File: src/rtl/mem_access_seq.sv
// mem_access_seq: load/store sequencer in front of a byte-wide data memory.
// Word stores become four big-endian byte writes; loads are a single read
// whose result is registered. Each accepted request ends in a one-cycle
// response pulse, flagged as an error when the access runs past MEM_BYTES.
// Optional build macro: MEMSEQ_BYTE_SIGNEXT_EN (sign-extend byte loads).
module mem_access_seq #(
  parameter int unsigned MEM_BYTES = 256
) (
  input  logic        clk,
  input  logic        reset_n,
  input  logic        req_valid,
  output logic        req_ready,
  input  logic        req_we,
  input  logic        req_byte,
  input  logic [31:0] req_addr,
  input  logic [31:0] req_wdata,
  output logic        resp_valid,
  output logic        resp_err,
  output logic [31:0] resp_rdata,
  output logic        mem_we,
  output logic        mem_byte_src,
  output logic [31:0] mem_a,
  output logic [7:0]  mem_wd,
  input  logic [31:0] mem_rd
);

  typedef enum logic [1:0] {IDLE, WRITE, READ, DONE} state_t;

  state_t      state_q;
  logic        byte_q;
  logic        err_q;
  logic [1:0]  cnt_q;
  logic [31:0] addr_q;
  logic [31:0] wdata_q;
  logic [31:0] rdata_q;

  logic [32:0] req_end;
  logic        req_oob;
  logic        last_byte;
  logic [31:0] rd_ext;

  // Range check on the incoming request; 33 bits so a high address cannot wrap
  always_comb begin
    req_end = {1'b0, req_addr} + (req_byte ? 33'd1 : 33'd4);
    req_oob = (req_end > 33'(MEM_BYTES));
  end

  // Last byte of the current store and the width-adjusted load result
  always_comb begin
    last_byte = byte_q ? (cnt_q == 2'd0) : (cnt_q == 2'd3);
    if (byte_q) begin
`ifdef MEMSEQ_BYTE_SIGNEXT_EN
      rd_ext = {{24{mem_rd[7]}}, mem_rd[7:0]};
`else
      rd_ext = {24'b0, mem_rd[7:0]};
`endif
    end else begin
      rd_ext = mem_rd;
    end
  end

  // Request sequencing FSM; store/load direction is carried by the state
  // taken at acceptance, so the request's we bit needs no register of its own
  always_ff @(posedge clk or negedge reset_n) begin
    if (!reset_n) begin
      state_q <= IDLE;
      byte_q  <= 1'b0;
      err_q   <= 1'b0;
      cnt_q   <= '0;
      addr_q  <= '0;
      wdata_q <= '0;
      rdata_q <= '0;
    end else begin
      case (state_q)
        IDLE: begin
          if (req_valid) begin
            byte_q  <= req_byte;
            addr_q  <= req_addr;
            wdata_q <= req_wdata;
            cnt_q   <= '0;
            err_q   <= req_oob;
            if (req_oob)     state_q <= DONE;
            else if (req_we) state_q <= WRITE;
            else             state_q <= READ;
          end
        end
        WRITE: begin
          cnt_q <= cnt_q + 2'd1;
          if (last_byte) state_q <= DONE;
        end
        READ: begin
          rdata_q <= rd_ext;
          state_q <= DONE;
        end
        DONE: begin
          state_q <= IDLE;
        end
        default: state_q <= IDLE;
      endcase
    end
  end

  // Byte lane for the current write: big-endian, cnt 0 is bits [31:24]
  always_comb begin
    mem_wd = wdata_q[7:0];
    if (!byte_q) begin
      case (cnt_q)
        2'd0:    mem_wd = wdata_q[31:24];
        2'd1:    mem_wd = wdata_q[23:16];
        2'd2:    mem_wd = wdata_q[15:8];
        default: mem_wd = wdata_q[7:0];
      endcase
    end
  end

  // Handshake, response and memory-side outputs decoded from registered state
  always_comb begin
    req_ready    = reset_n && (state_q == IDLE);
    resp_valid   = (state_q == DONE);
    resp_err     = (state_q == DONE) && err_q;
    resp_rdata   = rdata_q;
    mem_we       = (state_q == WRITE);
    mem_byte_src = byte_q;
    mem_a        = addr_q + {30'b0, cnt_q};
  end

endmodule

File: config.mk
export PLATFORM = sky130hd
export DESIGN_NAME = mem_access_seq
export DESIGN_NICKNAME = d
export VERILOG_FILES = /design/src/rtl/mem_access_seq.sv
export SDC_FILE = /design/constraint.sdc
export NUM_CORES = 1
export LEC_CHECK = 0
export ABC_CLOCK_PERIOD_IN_PS = 4120
export BUFFER_PORTS_ARGS = -buffer_cell sky130_fd_sc_hd__buf_2
export CAP_MARGIN = 10
export CORE_MARGIN = 2
export CORE_UTILIZATION = 52
export CTS_CLUSTER_DIAMETER = 60
export CTS_CLUSTER_SIZE = 20
export DETAILED_ROUTE_END_ITERATION = 12
export HOLD_SLACK_MARGIN = 0.05
export PLACE_DENSITY_LB_ADDON = 0.15
export SLEW_MARGIN = 20
export SYNTH_ARGS = -nofsm -noshare
export SYNTH_HDL_FRONTEND = slang
export SYNTH_SLANG_ARGS = --single-unit
File: constraint.sdc
create_clock -name clk -period 4.12 [get_ports clk]
set_input_delay 0.206 -clock clk [delete_from_list [all_inputs] [get_ports clk]]
set_output_delay 0.206 -clock clk [all_outputs]
set_load 0.03 [all_outputs]
==> flow_summary.json <==
{
  "outcome": "finished clean",
  "finalSetupViolations": 0,
  "cts_tree": "done",
  "yosysWarnings": 0,
  "hold_class": "input port to flop",
  "maxCapViolCount": 0,
  "crit_buf_inv": 3,
  "num_rows": 37,
  "clock_skew_ns": 0.0107,
  "leakagePower_uw": 0.00328,
  "ys.flop_type": "dfrtp_1",
  "clk_path_buf_depth": 2,
  "grt_max_degree": 57,
  "cts_root_buffer": "clkbuf_8",
  "grt_pass1_vias": 4501,
  "r2r-start": "state_q[1]",
  "finalSetupTns_ns": 0,
  "cts-resized-gates": 0,
  "syn_area_um2": 5620,
  "cpMostUsedCell": "nand2_1",
  "areaGrowthSynthToFinish_pct": 26.1,
  "relSlewSlack": 0.327,
  "grt_overflow": 0,
  "globalplace.congestion": 0.888,
  "p_per_area_nw_per_um2": 770,
  "antenna_left": 0,
  "worstPathRequired_ns": 3.91,
  "grt_use_total": 0.238,
  "min_period_ns": 3.39,
  "ios": 178,
  "drive_gt1_frac": 0.432,
  "crit_family": "simple AND/OR/NAND/NOR gates",
  "yosysSeqAreaShare": 0.454,
  "dr.pass1.iters": 5,
  "core_area_um2": 10400,
  "setup.worst_path.start": "cnt_q[0]",
  "maxSlewViolCount": 0,
  "cts_made_buffers": 9,
  "path_cells": "ha_1 -> inv_1 -> fa_1 -> nor2b_1 -> nand2_1 -> nor3_1 -> buf_4 -> nand2_1 -> nor2_1 -> nand3_1 -> xnor2_1 -> buf_2",
  "final_util": 0.680,
  "antenna_found_initial": 1,
  "fmax_ghz": 0.295,
  "cp.depth": 12,
  "hold_buffers": 22,
  "htree_levels": 3,
  "async_flop_share": 1.00,
  "place_inst": 805,
  "drc": 0,
  "dieArea_um2": 11700,
  "io_buffers": 177,
  "crit_path_start_kind": "flop",
  "ys_seq_elements": 102,
  "rsz0062_at_grt": "false",
  "worstMarginPinSlew_ns": 1.01,
  "worst_r2r_path_depth": 5,
  "cp.arrival_ns": 3.19,
  "fin_crit_sh": 0.823,
  "endpoint": "mem_a[28]",
  "cts.sinks": 102,
  "end_kind": "output pin",
  "cts_setup_buffers": 0,
  "die_height_um": 108,
  "n_fill_cell": 808,
  "cp_slowest_cell": "dfrtp_1",
  "yosys.cell_types.count": 54,
  "ir_worst_vdd_mv": 0.530,
  "start_util": 0.539,
  "synth_nets": 628,
  "syn_avg_cell_area_um2": 11.0,
  "hpwl_um": 9920,
  "postSynthCellCount": 513,
  "max_stage_delay_ns": 0.49,
  "worstSetupPathType": "flop to output pin",
  "die_x_um": 108,
  "drt_first_iter_violations": 262,
  "hold_viol": 0,
  "final_cells": 846,
  "viasPerCell": 5.63,
  "reg2reg_slack_ns": 1.66,
  "clkLatencyLatePin_ns": 0.37,
  "grt_pass1_wl_um": 21800,
  "path_max_fanout": 7,
  "routed_wl_um": 14000,
  "clkSlewWorstSetupHoldPaths_ns": 0.10,
  "vias": 4763,
  "synth_edf_count": 0,
  "final_nets": 819,
  "r2r_end": "wdata_q[23]",
  "drt-wirelength-per-cell_um": 16.5
}
==> cell families (layout without fill, tap and decap cells) <==
group	after synthesis	after routing	share of synthesized area
other cells	0	1	0
compound gates	86	86	0.119
fa+ha+maj	14	14	0.0325
mux	71	71	0.142
xor+xnor	35	35	0.0546
buf+inv	39	235	0.0263
simple gates	166	166	0.171
flops	102	102	0.454
==> stage by stage <==
| step | area [µm²] | hold WS, ns | power [µW] | setup slack [ns] |
|---|---|---|---|---|
| floorplan | 5620 | -0.0896 | 3950 | 1.22 |
| global placement | 6610 | 0.283 | 4650 | 1.28 |
| detailed placement | 6610 | 0.286 | 4730 | 0.960 |
| CTS | 7060 | 0.0509 | 5480 | 0.709 |
| global route | 7090 | 0.0509 | 5790 | 0.517 |
| finish | 7090 | 0.0652 | 5460 | 0.728 |
==> flip-flops by register name, indices dropped and copies added, names as in the netlist <==
name and cells:
cnt_q 2, addr_q 32, mem_byte_src 1, state_q 2, resp_rdata 32, wdata_q 32, err_q 1
==> per-layer routing <==
| metal | share of wire | global-route usage | up-vias |
|---|---|---|---|
| met3 | 0.059 | 0.0386 | 28 |
| met2 | 0.48 | 0.392 | 183 |
| met5 | 0 | 0 | - |
| met4 | 0.024 | 0.103 | 0 |
| li1 | - | - | 2274 |
| met1 | 0.43 | 0.312 | 2278 |
==> cell usage in the layout (no fill, tap or decap), drive strengths merged, types with 4 or more instances in the layout <==
master / count
o2111ai: 4
a21oi: 6
ha: 13
and4: 9
nor2b: 25
and3: 7
clkbuf: 9
nor3: 11
mux2: 71
nand3: 20
o21ai: 18
xor2: 9
and2: 5
inv: 19
dlygate4sd3: 24
nor4: 9
nand2: 39
nand4: 15
buf: 180
dfrtp: 102
a222oi: 8
nor2: 13
a31o: 25
xnor2: 26
==> synth_stat cells (5+ instances only) <==
| cell type | n | share of area |
|---|---|---|
| ha_1 | 13 | 0.029 |
| dfrtp_1 | 102 | 0.45 |
| nor4_1 | 7 | 0.0078 |
| and2_1 | 5 | 0.0056 |
| and4_1 | 8 | 0.012 |
| xnor2_1 | 26 | 0.041 |
| xor2_1 | 9 | 0.014 |
| nand3_1 | 20 | 0.018 |
| a31o_2 | 25 | 0.039 |
| nor2_1 | 13 | 0.0087 |
| a21oi_1 | 6 | 0.0053 |
| mux2_2 | 71 | 0.14 |
| nand4_1 | 13 | 0.014 |
| buf_1 | 9 | 0.0060 |
| a222oi_1 | 8 | 0.014 |
| nor2b_1 | 25 | 0.028 |
| clkbuf_1 | 14 | 0.0094 |
| o21ai_0 | 17 | 0.015 |
| and3_1 | 7 | 0.0078 |
| nor3_1 | 10 | 0.0089 |
| inv_1 | 15 | 0.010 |
| nand2_1 | 39 | 0.026 |
==> report_power, final <==
part	leakage [µW]	internal [µW]	total (µW)	switching, µW
Combinational	0.00193	1140	2890	1760
Sequential	0.00123	1490	1840	350
Clock	0.000117	352	723	371
Total	0.00328	2980	5460	2480
==> cell type report <==
cell class,instances,area (µm²),share of cell area
clock inverters,7,103,0.0145
inverters,15,56.3,0.00794
multi-input cells,372,2930,0.413
flip-flops and latches,102,2550,0.360
clock buffers,9,124,0.0175
diodes,1,2.50,0.000353
well taps,136,170,0.0240
repair buffers,204,1150,0.162
==> worst min-delay path by stage <==
| stage | start | cells past startpoint | slack [ns] | to |
|---|---|---|---|---|
| CTS | mem_rd[0] | 2 | 0.05 | resp_rdata[0] |
| finish | req_wdata[29] | 2 | 0.07 | wdata_q[29] |
| detailed placement | reset_n | 1 | 0.29 | wdata_q[10] |
| floorplan | reset_n | 0 | -0.09 | addr_q[0] |
| global route | req_wdata[0] | 2 | 0.05 | wdata_q[0] |
| global placement | reset_n | 1 | 0.28 | wdata_q[10] |
Power figures use the tool's default switching activity.
